$ cat src/rtl/pipe_hazard_ctrl_if.sv
// rtl/pipe_hazard_ctrl_if.sv - hazard/stall control bundle between pipeline and sequencer
interface pipe_hazard_ctrl_if #(
  parameter int CNT_W = 16
);
  logic [3:0]       id_rs1;
  logic [3:0]       id_rs2;
  logic             id_use_rs1;
  logic             id_use_rs2;
  logic             id_halt;
  logic             idex_mem_to_reg;
  logic             idex_RegWrite;
  logic [3:0]       idex_reg_rd;
  logic             ex_redirect;
  logic             ex_ret;
  logic             mem_busy;
  logic             pc_stall;
  logic             ifid_stall;
  logic             ifid_flush;
  logic             idex_stall;
  logic             idex_bubble;
  logic             halted;
  logic [CNT_W-1:0] stall_cnt;

  modport master (
    output id_rs1, id_rs2, id_use_rs1, id_use_rs2, id_halt,
           idex_mem_to_reg, idex_RegWrite, idex_reg_rd,
           ex_redirect, ex_ret, mem_busy,
    input  pc_stall, ifid_stall, ifid_flush, idex_stall, idex_bubble,
           halted, stall_cnt
  );

  modport slave (
    input  id_rs1, id_rs2, id_use_rs1, id_use_rs2, id_halt,
           idex_mem_to_reg, idex_RegWrite, idex_reg_rd,
           ex_redirect, ex_ret, mem_busy,
    output pc_stall, ifid_stall, ifid_flush, idex_stall, idex_bubble,
           halted, stall_cnt
  );
endinterface

$ cat src/rtl/pipe_hazard_ctrl.sv
// rtl/pipe_hazard_ctrl.sv - stall/flush/bubble sequencer for the 5-stage 16-bit core
module pipe_hazard_ctrl #(
  parameter int RET_BUBBLES = 2,
  parameter int CNT_W       = 16
) (
  input  logic              clk,
  input  logic              rst,
  pipe_hazard_ctrl_if.slave hz
);
  typedef enum logic [1:0] {S_RUN, S_RET_DRAIN, S_HALT} state_t;

  state_t           state_q, state_d;
  logic [3:0]       drain_cnt_q, drain_cnt_d;
  logic [CNT_W-1:0] stall_cnt_q, stall_cnt_d;

  logic pc_stall, ifid_stall, ifid_flush, idex_stall, idex_bubble, halted;
  logic load_use;

  // r0 is hardwired zero, so an LW targeting it never creates a dependency
  assign load_use = hz.idex_mem_to_reg & hz.idex_RegWrite & (hz.idex_reg_rd != 4'd0) &
                    ((hz.id_use_rs1 & (hz.id_rs1 == hz.idex_reg_rd)) |
                     (hz.id_use_rs2 & (hz.id_rs2 == hz.idex_reg_rd)));

  always_comb begin
    state_d     = state_q;
    drain_cnt_d = drain_cnt_q;
    pc_stall    = 1'b0;
    ifid_stall  = 1'b0;
    ifid_flush  = 1'b0;
    idex_stall  = 1'b0;
    idex_bubble = 1'b0;
    halted      = 1'b0;

    case (state_q)
      S_RUN: begin
        if (hz.mem_busy) begin
          pc_stall   = 1'b1;
          ifid_stall = 1'b1;
          idex_stall = 1'b1;
        end else if (hz.ex_ret) begin
          ifid_flush  = 1'b1;
          idex_bubble = 1'b1;
          drain_cnt_d = 4'(RET_BUBBLES);
          state_d     = S_RET_DRAIN;
        end else if (hz.ex_redirect) begin
          ifid_flush  = 1'b1;
          idex_bubble = 1'b1;
        end else if (hz.id_halt) begin
          pc_stall   = 1'b1;
          ifid_flush = 1'b1;
          state_d    = S_HALT;
        end else if (load_use) begin
          pc_stall    = 1'b1;
          ifid_stall  = 1'b1;
          idex_bubble = 1'b1;
        end
      end
      S_RET_DRAIN: begin
        if (hz.mem_busy) begin
          pc_stall   = 1'b1;
          ifid_stall = 1'b1;
          idex_stall = 1'b1;
        end else begin
          pc_stall    = 1'b1;
          ifid_flush  = 1'b1;
          idex_bubble = 1'b1;
          drain_cnt_d = drain_cnt_q - 4'd1;
          if (drain_cnt_q == 4'd1) state_d = S_RUN;
        end
      end
      S_HALT: begin
        pc_stall   = 1'b1;
        ifid_flush = 1'b1;
        halted     = 1'b1;
      end
      default: state_d = S_RUN;
    endcase

    if (rst) begin
      pc_stall    = 1'b0;
      ifid_stall  = 1'b0;
      ifid_flush  = 1'b0;
      idex_stall  = 1'b0;
      idex_bubble = 1'b0;
      halted      = 1'b0;
    end

    stall_cnt_d = stall_cnt_q;
    if (pc_stall && (stall_cnt_q != {CNT_W{1'b1}})) stall_cnt_d = stall_cnt_q + 1'b1;
  end

  always_ff @(posedge clk) begin
    if (rst) begin
      state_q     <= S_RUN;
      drain_cnt_q <= 4'd0;
      stall_cnt_q <= '0;
    end else begin
      state_q     <= state_d;
      drain_cnt_q <= drain_cnt_d;
      stall_cnt_q <= stall_cnt_d;
    end
  end

  assign hz.pc_stall    = pc_stall;
  assign hz.ifid_stall  = ifid_stall;
  assign hz.ifid_flush  = ifid_flush;
  assign hz.idex_stall  = idex_stall;
  assign hz.idex_bubble = idex_bubble;
  assign hz.halted      = halted;
  assign hz.stall_cnt   = stall_cnt_q;
endmodule

$ cat src/flat_wrapper.sv
// flat-port wrapper written by rule: the top's interface ports become plain ports
module pipe_hazard_ctrl_flat 
#(
  parameter int RET_BUBBLES = 2,
  parameter int CNT_W       = 16
)
  (clk, rst, hz_id_rs1, hz_id_rs2, hz_id_use_rs1, hz_id_use_rs2, hz_id_halt, hz_idex_mem_to_reg, hz_idex_RegWrite, hz_idex_reg_rd, hz_ex_redirect, hz_ex_ret, hz_mem_busy, hz_pc_stall, hz_ifid_stall, hz_ifid_flush, hz_idex_stall, hz_idex_bubble, hz_halted, hz_stall_cnt);
  pipe_hazard_ctrl_if #(.CNT_W(CNT_W)) hz_i ();
  input  logic clk;
  input  logic rst;
  input wire logic [$bits(hz_i.id_rs1)-1:0] hz_id_rs1;
  input wire logic [$bits(hz_i.id_rs2)-1:0] hz_id_rs2;
  input wire logic [$bits(hz_i.id_use_rs1)-1:0] hz_id_use_rs1;
  input wire logic [$bits(hz_i.id_use_rs2)-1:0] hz_id_use_rs2;
  input wire logic [$bits(hz_i.id_halt)-1:0] hz_id_halt;
  input wire logic [$bits(hz_i.idex_mem_to_reg)-1:0] hz_idex_mem_to_reg;
  input wire logic [$bits(hz_i.idex_RegWrite)-1:0] hz_idex_RegWrite;
  input wire logic [$bits(hz_i.idex_reg_rd)-1:0] hz_idex_reg_rd;
  input wire logic [$bits(hz_i.ex_redirect)-1:0] hz_ex_redirect;
  input wire logic [$bits(hz_i.ex_ret)-1:0] hz_ex_ret;
  input wire logic [$bits(hz_i.mem_busy)-1:0] hz_mem_busy;
  output wire logic [$bits(hz_i.pc_stall)-1:0] hz_pc_stall;
  output wire logic [$bits(hz_i.ifid_stall)-1:0] hz_ifid_stall;
  output wire logic [$bits(hz_i.ifid_flush)-1:0] hz_ifid_flush;
  output wire logic [$bits(hz_i.idex_stall)-1:0] hz_idex_stall;
  output wire logic [$bits(hz_i.idex_bubble)-1:0] hz_idex_bubble;
  output wire logic [$bits(hz_i.halted)-1:0] hz_halted;
  output wire logic [$bits(hz_i.stall_cnt)-1:0] hz_stall_cnt;
  assign hz_i.id_rs1 = hz_id_rs1;
  assign hz_i.id_rs2 = hz_id_rs2;
  assign hz_i.id_use_rs1 = hz_id_use_rs1;
  assign hz_i.id_use_rs2 = hz_id_use_rs2;
  assign hz_i.id_halt = hz_id_halt;
  assign hz_i.idex_mem_to_reg = hz_idex_mem_to_reg;
  assign hz_i.idex_RegWrite = hz_idex_RegWrite;
  assign hz_i.idex_reg_rd = hz_idex_reg_rd;
  assign hz_i.ex_redirect = hz_ex_redirect;
  assign hz_i.ex_ret = hz_ex_ret;
  assign hz_i.mem_busy = hz_mem_busy;
  assign hz_pc_stall = hz_i.pc_stall;
  assign hz_ifid_stall = hz_i.ifid_stall;
  assign hz_ifid_flush = hz_i.ifid_flush;
  assign hz_idex_stall = hz_i.idex_stall;
  assign hz_idex_bubble = hz_i.idex_bubble;
  assign hz_halted = hz_i.halted;
  assign hz_stall_cnt = hz_i.stall_cnt;
  pipe_hazard_ctrl #(.RET_BUBBLES(RET_BUBBLES), .CNT_W(CNT_W)) u_core (.clk(clk), .rst(rst), .hz(hz_i));
endmodule
$ cat config.mk
export PLATFORM = sky130hd
export DESIGN_NAME = pipe_hazard_ctrl_flat
export DESIGN_NICKNAME = d
export VERILOG_FILES = /design/src/rtl/pipe_hazard_ctrl_if.sv /design/src/rtl/pipe_hazard_ctrl.sv /design/src/flat_wrapper.sv
export SDC_FILE = /design/constraint.sdc
export NUM_CORES = 1
export LEC_CHECK = 0
export ABC_CLOCK_PERIOD_IN_PS = 1900
export CELL_PAD_IN_SITES_DETAIL_PLACEMENT = 1
export CELL_PAD_IN_SITES_GLOBAL_PLACEMENT = 1
export CORE_MARGIN = 3
export CORE_UTILIZATION = 30
export DETAILED_ROUTE_END_ITERATION = 7
export PLACE_DENSITY_LB_ADDON = 0.08
export SETUP_SLACK_MARGIN = 0.3
export SLEW_MARGIN = 20
export SYNTH_ARGS = -nofsm -noshare
export SYNTH_HDL_FRONTEND = slang
export SYNTH_SLANG_ARGS = --single-unit
$ cat constraint.sdc
create_clock -name clk -period 1.9 [get_ports clk]
set_input_delay 0.38 -clock clk [delete_from_list [all_inputs] [get_ports clk]]
set_output_delay 0.38 -clock clk [all_outputs]
set_load 0.005 [all_outputs]
# --- After elaboration in Yosys (flattened, before gate mapping) ---
# Cells that the tools add are included.
word_totals:
  input_bits: 22
  regBits: 22
classes:
  mux: 41
  n_eq_ne: 12
  n_bitwise: 7
  reduce_logical: 8
  n_addsub: 2
ops:
  columns: ["op", "n"]
  rows:
  - ["1-bit two-way mux", 26]
  - ["16-bit by 1-bit adder with 16-bit output (second input constant)", 1]
  - ["16-bit != test (second input constant)", 1]
  - ["2-bit two-way mux", 6]
  - ["4-bit two-way mux", 3]
  - ["4-bit == test", 2]
  - ["4-bit case mux with 2 select lines", 1]
  - ["2-bit != test (second input constant)", 3]
  - ["3-bit != test (second input constant)", 2]
  - ["1-bit case mux with 2 select lines", 3]
  - ["2-bit case mux with 3 select lines", 1]
  - ["6-bit AND reduction", 1]
  - ["1-bit bitwise AND", 5]
  - ["4-bit by 1-bit == test with 1-bit output (second input constant)", 1]
  - ["4-bit AND reduction", 1]
  - ["4-bit nonzero test", 1]
  - ["2-bit OR reduction", 2]
  - ["4-bit by 1-bit subtractor with 4-bit output (second input constant)", 1]
  - ["1-bit case mux with 3 select lines", 1]
  - ["2-bit by 1-bit == test with 1-bit output (second input constant)", 1]
  - ["2-bit == test (second input constant)", 1]
  - ["2-bit zero test", 1]
  - ["2-bit by 1-bit != test with 1-bit output (second input constant)", 1]
  - ["2-bit nonzero test", 1]
  - ["other kinds (3)", 3]

# --- Logic depth before layout (Yosys ltp) ---
depth:
  ltp_word: 12
  depth_mapped: 10

# --- Least setup slack after synthesis ---
# No wires, ideal clock.
synth_timing:
  path_type: "register to register"
  from: "reg u_core.state_q[0]"
  to: "reg u_core.stall_cnt_q[9] (netlist: u_core.hz.stall_cnt[9])"
  period_less_slack_ns: 2.063
  setup_time_ns: 0.070
  path_stages_with_launch: 11
  arrival_time_ns: 1.992
  setup_slack_ns: -0.163
  n_path_buf: 1
  path_cell_list: "dfxtp_1 inv_1 ha_1 and2b_1 and2b_1 nand3_1 a21oi_1 nor2_1 buf_6 or4_1 a21oi_1"
synth_via:
  elab_chain_len: 5
synth_lines:
  columns: ["item", "line_no", "rtl"]
  rows:
  - ["start, declared", "pipe_hazard_ctrl.sv:12", "state_t state_q, state_d;"]
  - ["start signal, assigned", "pipe_hazard_ctrl.sv:98", "state_q <= state_d;"]
  - ["2-bit == test or 2-bit by 1-bit == test with 1-bit output (tied branches)", "pipe_hazard_ctrl.sv:34", "case (state_q)"]
  - ["2-bit OR reduction (no source line)", null, null]
  - ["1-bit case mux with 2 select lines (*)", "pipe_hazard_ctrl.sv:34", null]
  - ["1-bit two-way mux (*)", "pipe_hazard_ctrl.sv:79", "if (rst) begin"]
  - ["1-bit logical AND (*)", "pipe_hazard_ctrl.sv:89", "if (pc_stall && (stall_cnt_q != {CNT_W{1'b1}})) stall_cnt_d = stall_cnt_q + 1'b1;"]
  - ["end signal, assigned", "pipe_hazard_ctrl.sv:100", "stall_cnt_q <= stall_cnt_d;"]
  - ["end, declared", "pipe_hazard_ctrl.sv:14", "logic [CNT_W-1:0] stall_cnt_q, stall_cnt_d;"]
# Every way passes the cells marked *; elsewhere a longest branch is shown, timed or not.
# A chain may end at the register's enable or synchronous reset.

# --- Worst setup path after layout ---
layout_timing:
  from: "in hz_id_rs2[0]"
  to: "out hz_idex_bubble"
layout_via:
  elab_chain_len: 11
layout_lines:
  columns: ["item", "line_no", "rtl"]
  rows:
  - ["start, declared", "flat_wrapper.sv:12", "input wire logic [$bits(hz_i.id_rs2)-1:0] hz_id_rs2;"]
  - ["4-bit == test", "pipe_hazard_ctrl.sv:22", "(hz.id_use_rs2 & (hz.id_rs2 == hz.idex_reg_rd)));"]
  - ["1-bit bitwise AND", "pipe_hazard_ctrl.sv:22", null]
  - ["1-bit bitwise OR", "pipe_hazard_ctrl.sv:21", "((hz.id_use_rs1 & (hz.id_rs1 == hz.idex_reg_rd)) |"]
  - ["1-bit bitwise AND", "pipe_hazard_ctrl.sv:20", "assign load_use = hz.idex_mem_to_reg & hz.idex_RegWrite & (hz.idex_reg_rd != 4'd0) &"]
  - ["1-bit two-way mux", "pipe_hazard_ctrl.sv:52", "end else if (load_use) begin"]
  - ["1-bit two-way mux", "pipe_hazard_ctrl.sv:48", "end else if (hz.id_halt) begin"]
  - ["1-bit two-way mux", "pipe_hazard_ctrl.sv:45", "end else if (hz.ex_redirect) begin"]
  - ["1-bit two-way mux", "pipe_hazard_ctrl.sv:40", "end else if (hz.ex_ret) begin"]
  - ["1-bit two-way mux", "pipe_hazard_ctrl.sv:36", "if (hz.mem_busy) begin"]
  - ["1-bit case mux with 2 select lines", "pipe_hazard_ctrl.sv:34", null]
  - ["1-bit two-way mux", "pipe_hazard_ctrl.sv:79", null]
  - ["end, declared", "flat_wrapper.sv:26", "output wire logic [$bits(hz_i.idex_bubble)-1:0] hz_idex_bubble;"]
# Every way passes these cells.

==> run_results.csv <==
group,metric,value,unit
outcome,status,"finished with violations",
outcome,failed_checks,"negative setup slack",
placement,portBuffers,43,
critical_path,worstPathRequired,1.52,ns
final_layout,final_area,2680,um2
timing,final_hold_viol_count,0,
critical_path,endpoint_kind,"output port",
timing,fin_ws,-0.196,ns
synth,netlist-cell-type-count,36,
floorplanning,die_w,74.3,um
floorplanning,die_area,5520,um2
floorplanning,coreArea,4410,um2
global_routing,gr-usage-met1,20.9,%
final_layout,diodes,0,
synth,synth_warnings,0,
pwr,p_int,0.999,mW
synth,yosys.area.top_type,"dfxtp_1",
pwr,pwr-share-comb,41.9,%
pwr,p_leak,1.14,nW
floorplanning,rows,24,
global_routing,use_met2,36.2,%
final_layout,fin_util,60.8,%
pwr,seq_power_share,34.3,%
synth,syn_nets,207,
critical_path,rr_worst_depth,10,
synth,synthFlopType,"dfxtp_1",
synth,yosysSeqAreaShare,31.5,%
synth,synth_area_per_cell,7.86,um2
floorplanning,initial_core_util,31.7,%
critical_path,cp-startpoint,"hz_id_rs2[0]",
placement,hpwl,3.87,mm
final_layout,nets,300,
timing,finalCritPeriodShare,110,%
global_routing,use_met3,3.24,%
timing,finalClockSkew,0.0136,ns
min_path,hp-class,"reg2reg",
clock_tree,htree_num_levels,1,
clock_tree,cts.sinks,22,
synth,synth_top_area_share,31.5,%
min_path,hold_depth,1,
synth,synth_edf_count,0,
global_routing,top_usage_layer,"met2",
critical_path,crit_type,"in2out",
clock_tree,cts_hold_buf,0,
route,wire_per_inst,18.4,um
route,num_vias,1666,
synth,synth.cell_area,1400,um2
critical_path,path_max_fanout,2,
pwr,swShare,32.4,%
route,via_per_inst,5.17,
placement,gp_congestion,0.804,
clock_tree,cts_tree,"yes",
run,maxCapViolations,0,
synth,synth_area_leaders,"dfxtp_1, a21oi_1, ha_1",
timing,rsz0062_at_grt,"yes",
global_routing,grt_max_degree,24,
pwr,pwr_density_cell,551,nW/um2
pwr,clockPowerShare,23.9,%
timing,fin_hold_ws,0.504,ns
route,drt-total-wl,5.94,mm
global_routing,antenna_found_initial,0,
clock_tree,clock_latency,0.28,ns
pwr,ir_drop,0.355,mV
route,drt-initial-drc-count,84,
min_path,min_from,"u_core.drain_cnt_q[3]",
global_routing,grtUsageTotal,19.0,%
timing,tightest_slew,0.309,ns
floorplanning,ios,44,
timing,min_period,2.10,ns
timing,clock.fmax,477,MHz
clock_tree,clk_pin_slew,0.08,ns
final_layout,drive_gt1_share,57.4,%
pwr,power,1.48,mW
global_routing,overflow,0,
pwr,power.switching,0.479,mW
route,post-route-drc-count,0,
route,dr.pass1.iters,4,
synth,synth_cells,178,
clock_tree,cts_buffers,3,
placement,dpl_cell_area,2210,um2
critical_path,startpoint_type,"primary input",
synth,async_flop_share,0,%
timing,relSlewSlack,79.4,%
timing,drv_slew,0,
clock_tree,cts_root_buf,"clkbuf_8",
critical_path,arrival,1.72,ns
global_routing,grt_pass1_wl,8.14,mm
clock_tree,clk_path_buf_depth,2,
final_layout,area_growth_syn_to_layout,91.8,%
route,ant_nets,0,
floorplanning,die-height,74.3,um
timing,finalSetupViolations,19,
critical_path,reg2reg_from,"u_core.state_q[0]",
global_routing,grt_pass1_vias,1731,
synth,synth-seq-cells,22,
[power by group through the flow]
stage / clock network, mW / logic, mW / registers, mW
2_1_floorplan: 0 / 0.207 / 0.516
3_3_place_gp: 0 / 0.440 / 0.510
3_5_place_dp: 0 / 0.463 / 0.512
4_1_cts: 0.362 / 0.530 / 0.505
5_1_grt: 0.376 / 0.672 / 0.510
6_report: 0.353 / 0.619 / 0.507
[what timing repair did]
item                                    4_1_cts  5_1_grt
resized for setup                           140       59
pin swaps                                    35       35
endpoints found under the setup margin       39       31
gates cloned                                  0        0
buffers inserted                              4        6
[state kept, by name, indices dropped and copies added (netlist names)]
signal,cells
u_core.drain_cnt_q,4
u_core.state_q,2
u_core.hz.stall_cnt,16
[routing by layer]
metal  up-vias  routed length [um]
met1       820                2410
met5         -                   0
met4         0                  95
met2        25                3290
li1        812                   -
met3         9                 148
[cells in the final DEF, fill, tap and decap left out, drive strengths merged, types with 5 or more instances in the layout]
cell type	Yosys	routed
dfxtp	22	22
a211oi	5	5
clkdlybuf4s50	0	5
nor3	6	6
nand3	6	6
or3	8	8
o21ai	12	12
xor2	6	6
dlygate4sd2	0	21
nand2	17	17
inv	6	6
buf	1	65
ha	7	7
nor2	15	15
a21oi	19	19
nand2b	5	5
nand4	5	5
[worst paths after layout]
check | slack [ns] | to
worst max-delay path | -0.20 | hz_idex_bubble
worst min-delay path | 0.50 | u_core.drain_cnt_q[3]
worst max register to register | -0.13 | u_core.hz.stall_cnt[6]
worst min register to register | 0.50 | u_core.drain_cnt_q[3]
[cell usage after synthesis (2+ instances only)]
cell type / n
ha_1: 7
and2_1: 3
and3_1: 2
mux2i_1: 4
o21ai_0: 12
inv_1: 6
and4_1: 2
a21oi_1: 19
nor2_1: 15
o31ai_1: 3
dfxtp_1: 22
nor2b_1: 2
o21a_1: 2
clkbuf_1: 4
nor3_1: 5
nand2_1: 17
nand4_1: 4
a211oi_1: 4
or2_2: 3
and2b_1: 2
or3_1: 8
xnor2_1: 4
nand3_1: 6
nand2b_1: 5
xor2_1: 6
[per-stage QoR]
step / TNS (ns) / std cells / worst slack, ns
global route: -3.63 / 322 / -0.265
floorplan: -0.0127 / 178 / -0.0127
global placement: -12.20 / 308 / -0.973
CTS: -1.66 / 316 / -0.234
detailed placement: -14.84 / 308 / -1.12
finish: -2.42 / 322 / -0.196
[cell type report]
class	instances	area (um2)
clock buffer	4	55.1
fill	488	1730
multi-input combinational	145	1260
tap	52	65.1
sequential	22	462
timing repair buffer	93	811
inverter	6	25.0
[cells by family after synthesis]
group,after synthesis,share of synthesized area [%]
XOR/XNOR,10,6.26
flip-flops,22,31.5
AO/OA/AOI/OAI,45,19.3
buffers and inverters,11,3.49
multiplexers,5,3.67
AND/OR/NAND/NOR,78,29.5
adder cells (fa/ha/maj),7,6.26
[worst max-delay path, stage by stage]
cell and delay, ns:
buf_6 0.10, xor2_2 0.18, nor3_2 0.19, nand4_2 0.17
a21oi_2 0.23, o31ai_2 0.08, a211oi_2 0.24, buf_2 0.15
(Power assumes the default switching activity.)
